===== config.mk =====
export PLATFORM = sky130hd
export DESIGN_NAME = rvfpm_issue_tracker
export DESIGN_NICKNAME = d
export VERILOG_FILES = /design/src/rtl/rvfpm_issue_tracker.sv
export SDC_FILE = /design/constraint.sdc
export NUM_CORES = 1
export LEC_CHECK = 0
export CAP_MARGIN = 20
export CORE_ASPECT_RATIO = 1.5
export CORE_MARGIN = 2
export CORE_UTILIZATION = 52
export CTS_CLUSTER_DIAMETER = 30
export DETAILED_ROUTE_END_ITERATION = 16
export GPL_TIMING_DRIVEN = 0
export PLACE_DENSITY = 0.76
export SYNTH_ARGS = -nofsm -noshare
export SYNTH_HDL_FRONTEND = slang
export SYNTH_SLANG_ARGS = --single-unit

===== constraint.sdc =====
create_clock -name ck -period 10.37 [get_ports ck]
set_input_delay 2.074 -clock ck [delete_from_list [all_inputs] [get_ports ck]]
set_output_delay 2.074 -clock ck [all_outputs]
set_load 0.01 [all_outputs]

===== src/rtl/rvfpm_issue_tracker.sv =====
// Issue queue plus pipeline occupancy shadow for the rvfpm FPU.
// Instructions are enqueued with their XIF id, advance through the stages, and can be killed by id.
module rvfpm_issue_tracker #(
  parameter int unsigned X_ID_WIDTH      = 4,
  parameter int unsigned QUEUE_DEPTH     = 4,
  parameter int unsigned PIPELINE_STAGES = 4,
  parameter int unsigned INSTR_WIDTH     = 32
) (
  input  logic                                   ck,
  input  logic                                   rst,
  input  logic                                   in_valid,
  output logic                                   in_ready,
  input  logic [INSTR_WIDTH-1:0]                 in_instr,
  input  logic [X_ID_WIDTH-1:0]                  in_id,
  input  logic                                   pipe_stall,
  input  logic                                   kill_valid,
  input  logic [X_ID_WIDTH-1:0]                  kill_id,
  output logic                                   out_valid,
  output logic [INSTR_WIDTH-1:0]                 out_instr,
  output logic [X_ID_WIDTH-1:0]                  out_id,
  output logic [$clog2(QUEUE_DEPTH+1)-1:0]       queue_count,
  output logic [QUEUE_DEPTH*X_ID_WIDTH-1:0]      queue_ids,
  output logic [PIPELINE_STAGES-1:0]             pipe_valid,
  output logic [PIPELINE_STAGES*X_ID_WIDTH-1:0]  pipe_ids
);

  localparam int unsigned PW   = (QUEUE_DEPTH > 1) ? $clog2(QUEUE_DEPTH) : 1;
  localparam int unsigned CW   = $clog2(QUEUE_DEPTH + 1);
  localparam int unsigned LAST = PIPELINE_STAGES - 1;

  logic [INSTR_WIDTH-1:0]  r_q_instr [QUEUE_DEPTH];
  logic [X_ID_WIDTH-1:0]   r_q_id    [QUEUE_DEPTH];
  logic [QUEUE_DEPTH-1:0]  r_q_live;
  logic [PW-1:0]           r_head;
  logic [PW-1:0]           r_tail;
  logic [CW-1:0]           r_count;

  logic [INSTR_WIDTH-1:0]     r_s_instr [PIPELINE_STAGES];
  logic [X_ID_WIDTH-1:0]      r_s_id    [PIPELINE_STAGES];
  logic [PIPELINE_STAGES-1:0] r_s_valid;

  logic                       w_acc;
  logic                       w_deq;
  logic                       w_head_live;
  logic [PIPELINE_STAGES-1:0] w_s_hit;

  assign in_ready    = !rst && (r_count < CW'(QUEUE_DEPTH));
  assign w_acc       = in_valid && in_ready;
  assign w_deq       = !pipe_stall && (r_count != '0);
  // Head survives into stage 0 only if it is live and not hit by this edge's kill.
  assign w_head_live = w_deq && r_q_live[r_head] &&
                       !(kill_valid && (r_q_id[r_head] == kill_id));

  always_comb begin
    w_s_hit = '0;
    for (int k = 0; k < int'(PIPELINE_STAGES); k++) begin
      w_s_hit[k] = kill_valid && (r_s_id[k] == kill_id);
    end
  end

  // Issue queue: kill marks entries dead in place; a same-edge accept overrides its own slot.
  always_ff @(posedge ck or posedge rst) begin
    if (rst) begin
      for (int i = 0; i < int'(QUEUE_DEPTH); i++) begin
        r_q_instr[i] <= '0;
        r_q_id[i]    <= '0;
      end
      r_q_live <= '0;
      r_head   <= '0;
      r_tail   <= '0;
      r_count  <= '0;
    end else begin
      if (kill_valid) begin
        for (int i = 0; i < int'(QUEUE_DEPTH); i++) begin
          if (r_q_id[i] == kill_id) r_q_live[i] <= 1'b0;
        end
      end
      if (w_acc) begin
        r_q_instr[r_tail] <= in_instr;
        r_q_id[r_tail]    <= in_id;
        r_q_live[r_tail]  <= 1'b1;
        r_tail            <= (r_tail == PW'(QUEUE_DEPTH - 1)) ? '0 : r_tail + PW'(1);
      end
      if (w_deq) begin
        r_head <= (r_head == PW'(QUEUE_DEPTH - 1)) ? '0 : r_head + PW'(1);
      end
      case ({w_acc, w_deq})
        2'b10:   r_count <= r_count + CW'(1);
        2'b01:   r_count <= r_count - CW'(1);
        default: r_count <= r_count;
      endcase
    end
  end

  // Pipeline shadow: kill is applied at the destination stage after the shift.
  always_ff @(posedge ck or posedge rst) begin
    if (rst) begin
      for (int k = 0; k < int'(PIPELINE_STAGES); k++) begin
        r_s_instr[k] <= '0;
        r_s_id[k]    <= '0;
      end
      r_s_valid <= '0;
    end else if (pipe_stall) begin
      for (int k = 0; k < int'(PIPELINE_STAGES); k++) begin
        if (w_s_hit[k]) r_s_valid[k] <= 1'b0;
      end
    end else begin
      for (int k = 1; k < int'(PIPELINE_STAGES); k++) begin
        r_s_valid[k] <= r_s_valid[k-1] && !w_s_hit[k-1];
        r_s_id[k]    <= r_s_id[k-1];
        r_s_instr[k] <= r_s_instr[k-1];
      end
      r_s_valid[0] <= w_head_live;
      r_s_id[0]    <= w_head_live ? r_q_id[r_head] : '0;
      r_s_instr[0] <= w_head_live ? r_q_instr[r_head] : '0;
    end
  end

  assign queue_count = r_count;

  // Queue view in FIFO order, head first, unoccupied slots zero.
  always_comb begin
    int unsigned idx;
    queue_ids = '0;
    for (int unsigned i = 0; i < QUEUE_DEPTH; i++) begin
      idx = 32'(r_head) + i;
      if (idx >= QUEUE_DEPTH) idx = idx - QUEUE_DEPTH;
      if (i < 32'(r_count)) begin
        queue_ids[i*X_ID_WIDTH +: X_ID_WIDTH] = r_q_id[PW'(idx)];
      end
    end
  end

  always_comb begin
    pipe_valid = r_s_valid;
    pipe_ids   = '0;
    for (int k = 0; k < int'(PIPELINE_STAGES); k++) begin
      if (r_s_valid[k]) pipe_ids[k*X_ID_WIDTH +: X_ID_WIDTH] = r_s_id[k];
    end
    out_valid = r_s_valid[LAST];
    out_id    = r_s_valid[LAST] ? r_s_id[LAST] : '0;
    out_instr = r_s_valid[LAST] ? r_s_instr[LAST] : '0;
  end

endmodule

# == Word-level counts from Yosys, hierarchy flattened ==
# Index checks and enable logic that the tools add are counted.
# word_totals
regBits,303
in_bits,45
word_cells,158
# op_classes
addsub,11
order_cmp,19
n_eq_ne,17
mux,57
n_bitwise,7
reduce_logical,23
# ops
operator,n
32-bit two-way mux,5
128-bit bitwise mux,1
4-bit two-way mux,23
32-bit binary-select mux with 2-bit select,1
32-bit demux with 2-bit select,1
4-bit binary-select mux with 2-bit select,5
4-bit equality test,9
3-bit >= comparator (second input constant),9
2-bit inverter with 3-bit output,6
16-bit bitwise mux,1
1-bit logical AND,15
2-bit two-way mux,6
1-bit two-way mux,10
4-bit demux with 2-bit select,1
2-bit by 1-bit != test with 1-bit output (second input constant),4
2-bit by 1-bit subtractor with 2-bit output (second input constant),4
2-bit by 2-bit adder with 3-bit output (second input constant),2
2-bit equality test (second input constant),3
1-bit zero test,6
1-bit by 3-bit less-than comparator with 1-bit output (first input constant),2
2-bit by 3-bit less-than comparator with 1-bit output (first input constant),2
2-bit by 3-bit less-than comparator with 1-bit output (second input constant),2
3-bit case mux with 2 select lines,1
2-bit by 1-bit adder with 2-bit output (second input constant),2
other kinds (13),13

# == Longest topological paths before layout ==
# depth
ltp_word,9
ltp_mapped,7
mapped_depth_nobuf,7

# == Worst setup path after synthesis ==
# OpenSTA, ideal clock, no wires.
# synth_timing
path_type,input-to-output
start,input port rst
end,output port in_ready
arrival_ps,2344
required_time_ps,8296
setup_slack_ps,5952
stages,1
path_buffers,0
cell_sequence,nor2_1
# synth_between
elab_chain_cells,2
# synth_rtl
item,line_no,text
from (decl),10,"input logic rst,"
1-bit zero test (no line),--,
1-bit logical AND,47,assign in_ready = !rst && (r_count < CW'(QUEUE_DEPTH));
to (decl),12,"output logic in_ready,"
# Every way passes these cells.

# == Final worst setup path ==
# Ends and elaborated chain as after synthesis.

==> run summary <==
The static leakage is 7.46 nW. Post-CTS timing repair inserted 0 buffers for setup. The number of hold violations in the final report came to 0. The number of cells on the worst reg-to-reg path is 7. The HPWL after detailed placement is 19,600 um. The worst hold slack came out at 0.481 ns. The starting utilization of the core area came out at 0.527. Summing all multi-input logic gate instances after layout gives 5560 um2.

The placed instances occupy a cell area of 15,300 um2. Setup repair after global routing left no endpoint under its margin. The later-pin clock latency in the skew report is 0.53 ns. The worst-case vdd ir drop came out at 0.176 mV. The mean instance size in the synthesized netlist came out at 15.2 um2. The worst setup path is captured at an output port. The flow ran to the end, and the final reports show no timing, DRC or antenna violations. The total setup violations reported at the end of the flow is 0. The cell count after synthesis is 891.

The number of port buffers is 117. The number of different library cells in the post-synthesis netlist came out at 37. The required time of the worst setup path is 8.30 ns.

The largest driver fanout on the critical path came out at 6. The number of fillers in the final layout is 1,876. In this run the standard cell core region covers 25,700 um2. The tool flagged a number of max-cap violations equal to 0. The die span in x came out at 136 um. The maximum clock insertion buffer count is 3. The cell area after synthesis is 13,500 um2. After the flow finishes, the layout carries non-filler instances totaling 1,422. The number of buffers added by the clock tree synthesis step came out at 40.

The count of final max-slew check failures came out at 0. The sequential share of the synthesized area is 0.561. The clock tree from TritonCTS is done. The number of hold-repair buffers added at the cts stage is 0. The total of cells resized after clock tree synthesis came out at 0. Clock tree synthesis found a total of 303 sinks. The total detailed-routing wirelength came out at 27,900 um. The number of rows in the core area is 72. The remaining number of nets flagged by the antenna check after routing came out at 0. In this run the worst hold path is classified as reg -> reg. Among all flip-flop cells after synthesis, the most frequent one is sky130_fd_sc_hd__dfrtp_1.

The total power of the final layout came out at 0.00520 W. The normalized max-slew margin is 0.451. The via count of the first global-routing pass is 8,434.

The post-route fraction of the period consumed by the critical path came out at 0.533. Before antenna repair, the detailed router went through 4 iterations. The total instance count after detailed placement is 1,348. Counting flops and latches in the post-synthesis netlist gives 303.

The transition time of the tightest slew-check pin is 0.823 ns. The congestion estimate from routability-driven global placement came to 0.813. The net count of the finished layout is 1,112. The diode insertion count for antenna repair came out at 0. The pin count of the biggest net entering global routing is 45. The total via count after detailed routing is 7,956. The final period demand of the worst path came out at 5.52 ns.

The H-tree depth reported by CTS is 2. The count of flip-flops with a built-in enable after synthesis is 0. The final worst clock skew came out at 0.0266 ns. The root buffer cell is sky130_fd_sc_hd__clkbuf_16.

Timing would allow up to 181 MHz. Across every metal layer, demand over resource in global routing totals 0.213. The post-route cell area is 16,700 um2. The data arrival time of the worst path came out at 3.45 ns.

STA classifies the critical path startpoint as a primary input. The number of cells on the worst hold path came out at 1. The initial antenna violation count came out at 0. The vertical die dimension came out at 201 um. The critical path is of the in -> out type. The synthesized netlist net count came out at 946. The iteration-0 DRC count of the detailed router is 380. The die covers 27,300 um2. Dividing the detail-routed via count by the number of cells gives 5.59. The final total negative setup slack came out at 0 ns.

After clock tree synthesis, the clock-pin slew on the worst setup and hold paths is 0.05 ns. In the final routed layout, each cell accounts on average for 19.6 um. The total global routing overflow came out at 0. The first global-routing pass estimated 45,600 um of wire. Registers take 7580 um2. The number of warning messages in the yosys log is 0.

The DRC violations left is 0. The area growth from synthesis to final layout is 23.2%. For this design the top-level I/O count stands at 122. The fraction of final layout cells with drive strength greater than 1 is 0.388. The async set or reset register ratio after synthesis came out at 1.00. The ratio of total power to cell area came out at 312 nW/um2.
path summary, 6_finish.rpt:
kind                                 from             end  slack [ns]
max                                   rst        in_ready        4.85
min                           r_q_live[2]     r_q_live[2]        0.48
max reg2reg                queue_count[0]  r_s_instr[101]        7.85
min reg2reg                   r_q_live[2]     r_q_live[2]        0.48
max in group asynchronous             rst   r_s_instr[79]        6.91
min in group asynchronous             rst       r_head[1]        2.00
per-layer routing:
metal,track usage,up-vias,wire (um),share of wire
li1,-,3606,-,-
met1,0.271,4125,11700,0.42
met2,0.366,159,14400,0.52
met3,0.0343,66,893,0.032
met4,0.0837,0,939,0.034
met5,0,-,0,0
report_power, final:
part / total, W / switching (W) / internal (W)
clock: 0.00140 / 0.000542 / 0.000861
sequential: 0.00204 / 0.000333 / 0.00171
combinational: 0.00176 / 0.000702 / 0.00106
total: 0.00520 / 0.00158 / 0.00362
critical path: stages:
cell	delay (ns)
sky130_fd_sc_hd__clkdlybuf4s50_1	0.46
sky130_fd_sc_hd__nor2_1	0.31
sky130_fd_sc_hd__clkdlybuf4s50_1	0.61
layout by cell type, fill, tap and decap left out, types with 5 or more instances in the layout:
cell	Yosys	routed
sky130_fd_sc_hd__nand2_1	7	7
sky130_fd_sc_hd__nor3_1	5	5
sky130_fd_sc_hd__nor2b_1	10	10
sky130_fd_sc_hd__xnor2_1	12	12
sky130_fd_sc_hd__clkbuf_1	28	30
sky130_fd_sc_hd__mux2i_1	7	7
sky130_fd_sc_hd__ha_1	10	10
sky130_fd_sc_hd__mux2_2	254	254
sky130_fd_sc_hd__clkinvlp_4	0	5
sky130_fd_sc_hd__a21o_1	5	5
sky130_fd_sc_hd__a32o_1	35	35
sky130_fd_sc_hd__nand3_1	6	6
sky130_fd_sc_hd__xor2_1	17	17
sky130_fd_sc_hd__nor2_1	5	5
sky130_fd_sc_hd__o21ai_0	7	7
sky130_fd_sc_hd__dfrtp_1	303	303
sky130_fd_sc_hd__buf_4	5	5
sky130_fd_sc_hd__and2_1	54	54
sky130_fd_sc_hd__clkbuf_16	0	42
sky130_fd_sc_hd__inv_1	13	12
sky130_fd_sc_hd__buf_2	27	27
sky130_fd_sc_hd__clkdlybuf4s50_1	0	117
sky130_fd_sc_hd__buf_12	0	7
sky130_fd_sc_hd__clkinv_2	0	6
sky130_fd_sc_hd__mux4_2	48	48
sequential cells by signal, indices dropped and copies added, names as in the netlist:
| register | flops |
|---|---|
| r_head | 2 |
| queue_count | 3 |
| r_s_instr | 128 |
| r_q_live | 4 |
| r_q_instr | 128 |
| r_q_id | 16 |
| pipe_valid | 4 |
| r_tail | 2 |
| r_s_id | 16 |
cell usage after synthesis (4+ instances only):
cell type,number,area [um2]
sky130_fd_sc_hd__mux2i_1,7,70.1
sky130_fd_sc_hd__xor2_1,17,149
sky130_fd_sc_hd__inv_1,13,48.8
sky130_fd_sc_hd__nand3_1,6,30.0
sky130_fd_sc_hd__nor3_1,5,25.0
sky130_fd_sc_hd__buf_4,5,37.5
sky130_fd_sc_hd__nor2b_1,10,62.6
sky130_fd_sc_hd__nor2_1,5,18.8
sky130_fd_sc_hd__a21o_1,5,37.5
sky130_fd_sc_hd__buf_2,27,135
sky130_fd_sc_hd__dfrtp_1,303,7580
sky130_fd_sc_hd__nand2_1,7,26.3
sky130_fd_sc_hd__ha_1,10,125
sky130_fd_sc_hd__a32o_1,35,350
sky130_fd_sc_hd__o21ai_0,7,35.0
sky130_fd_sc_hd__and3_1,4,25.0
sky130_fd_sc_hd__clkbuf_1,28,105
sky130_fd_sc_hd__mux2_2,254,2860
sky130_fd_sc_hd__mux4_2,48,1080
sky130_fd_sc_hd__xnor2_1,12,105
sky130_fd_sc_hd__and2_1,54,338
sky130_fd_sc_hd__buf_6,4,45.0
layout make-up:
type	instances	share of cell area
Buffer	66	0.0198
Clock buffer	48	0.0668
Clock inverter	26	0.0176
Inverter	13	0.00315
Multi-Input combinational cell	509	0.334
Sequential cell	303	0.455
Tap cell	333	0.0250
Timing Repair Buffer	124	0.0787
cells by family (layout without fill, tap and decap cells):
group           Yosys count  count (layout)  synth area share
mux                     309             309             0.297
flops                   303             303             0.561
simple gates             97              97            0.0420
buf+inv                  79             277            0.0280
compound gates           61              61            0.0409
xor+xnor                 32              32            0.0224
fa+ha+maj                10              10           0.00925
metrics by stage:
step                worst slack, ns   util
finish                         4.85  0.649
global route                   4.83  0.649
CTS                            4.86  0.649
detailed placement             4.88  0.594
global placement               2.29  0.589
floorplan                      4.27      -
(Power assumes the default switching activity.)
==> patch: new RTL, config.mk and constraints unchanged <==
The parameter `X_ID_WIDTH` goes from 4 to 6.
--- a/src/rtl/rvfpm_issue_tracker.sv
+++ b/src/rtl/rvfpm_issue_tracker.sv
@@ -1,7 +1,7 @@
 // Issue queue plus pipeline occupancy shadow for the rvfpm FPU.
 // Instructions are enqueued with their XIF id, advance through the stages, and can be killed by id.
 module rvfpm_issue_tracker #(
-  parameter int unsigned X_ID_WIDTH      = 4,
+  parameter int unsigned X_ID_WIDTH      = 6,
   parameter int unsigned QUEUE_DEPTH     = 4,
   parameter int unsigned PIPELINE_STAGES = 4,
   parameter int unsigned INSTR_WIDTH     = 32
Interface: changed (5 resized); port bits go from 122 to 144. The function was not compared with the original's and may differ.
==> patch against the unedited design <==
  * Cell area up 7.7%
  * Area after synthesis up 6.7%
  * Maximum frequency down 3.6%
  * Sequential share of layout area down 1.0 points
  * Die area up 6.5%
  * Power up 9.7%
  * Worst setup slack worse by 210 ps
  * Sequential cell count up 16
  * Clock power up 11%
  * Wire length up 14%
  * Count of clock-buffer cells in the layout up 7
  * Largest cell class unchanged
  * Highest routed layer unchanged
==> patch: results (changes against the unedited design) <==
grt:
  grt_antenna_before_repair: 1  # +1
  grt_use_total_pct: 22.6  # +1.3 points
  grt_max_degree: 42  # -6.7%
  grt_pass1_vias: 9454  # +12%
place:
  place_area_sq_mm: 0.0164  # +7.3%
  portBuffers: 135  # +15%
  post-place-ws_ps: 4660  # -220 ps
cells_and_area:
  num-fill-cells: 1992  # +6.2%
  layout-drive-gt1-share_pct: 36.9  # -2.0 points
  instances_no_fill: 1531  # +7.7%
sta:
  period_share_pct: 55.3  # +2.0 points
  hold_slack_ps: 491  # +10.6 ps
logic_synthesis:
  synth_cell_types: 30  # -19%
  ys_seq_area_share_pct: 55.3  # -0.74 points
  synthXorXnorAreaFrac_pct: 3.46  # +1.2 points
  syn_nets: 1018  # +7.6%
  synth_compound_area_share_pct: 3.15  # -0.94 points
  synth_area_leaders: "dfrtp_1 55%, mux2_2 21%, mux4_2 8.9%"
  synth_common_cells: "319 x dfrtp_1, 269 x mux2_2, 63 x and2_1, 57 x mux4_2, 41 x clkbuf_1"
  synthAdderAreaFrac_pct: 0.781  # -0.14 points
critical_path:
  r2r_start: "r_head[1]$_DFFE_PP0P_"
  cp.arrival_ps: 3660  # +210 ps
  r2r-end: "r_s_instr[96]$_DFFE_PP0N_"
routing:
  drt_iter0_drc: 407  # +7.1%
  routed_wl_mm: 31.7  # +14%
outcome:
  status: "complete, no violations"
pwr:
  power_density_mw_per_mm2: 318  # +1.9%
  p_seq_mw: 2.13  # +4%
  p_clk_share_pct: 27.2  # +0.2 points
hold_path:
  holdPathEnd: "r_s_instr[60]$_DFFE_PP0N_"
==> patch: cell types whose count changed after synthesis, moves of 6 or more <==
cell / before / now
dfrtp_1: 303 / 319
mux2_2: 254 / 269
xnor2_1: 12 / 36
nor2b_1: 10 / 17
buf_1: 2 / 8
nand4_1: 0 / 9
a32o_1: 35 / 0
clkbuf_1: 28 / 41
buf_2: 27 / 11
a22o_1: 2 / 38
and2_1: 54 / 63
mux4_2: 48 / 57
==> patch: cell type report <==
type,count,area share [%]
Clock inverter,30,1.79
Sequential cell,319,44.5
Timing Repair Buffer,143,8.43
Multi-Input combinational cell,562,33.9
Clock buffer,55,6.94
Inverter,9,0.209
Antenna cell,1,0.0139
Tap cell,342,2.39
Buffer,70,1.81
==> patch: per-layer routing <==
metal	vias to the layer above	GRT usage [%]	share of wire (%)
met4	0	8.31	3.0
met1	4481	28.4	40
met5	-	0	0
li1	3873	-	-
met2	208	39.5	52
met3	60	3.57	4.4
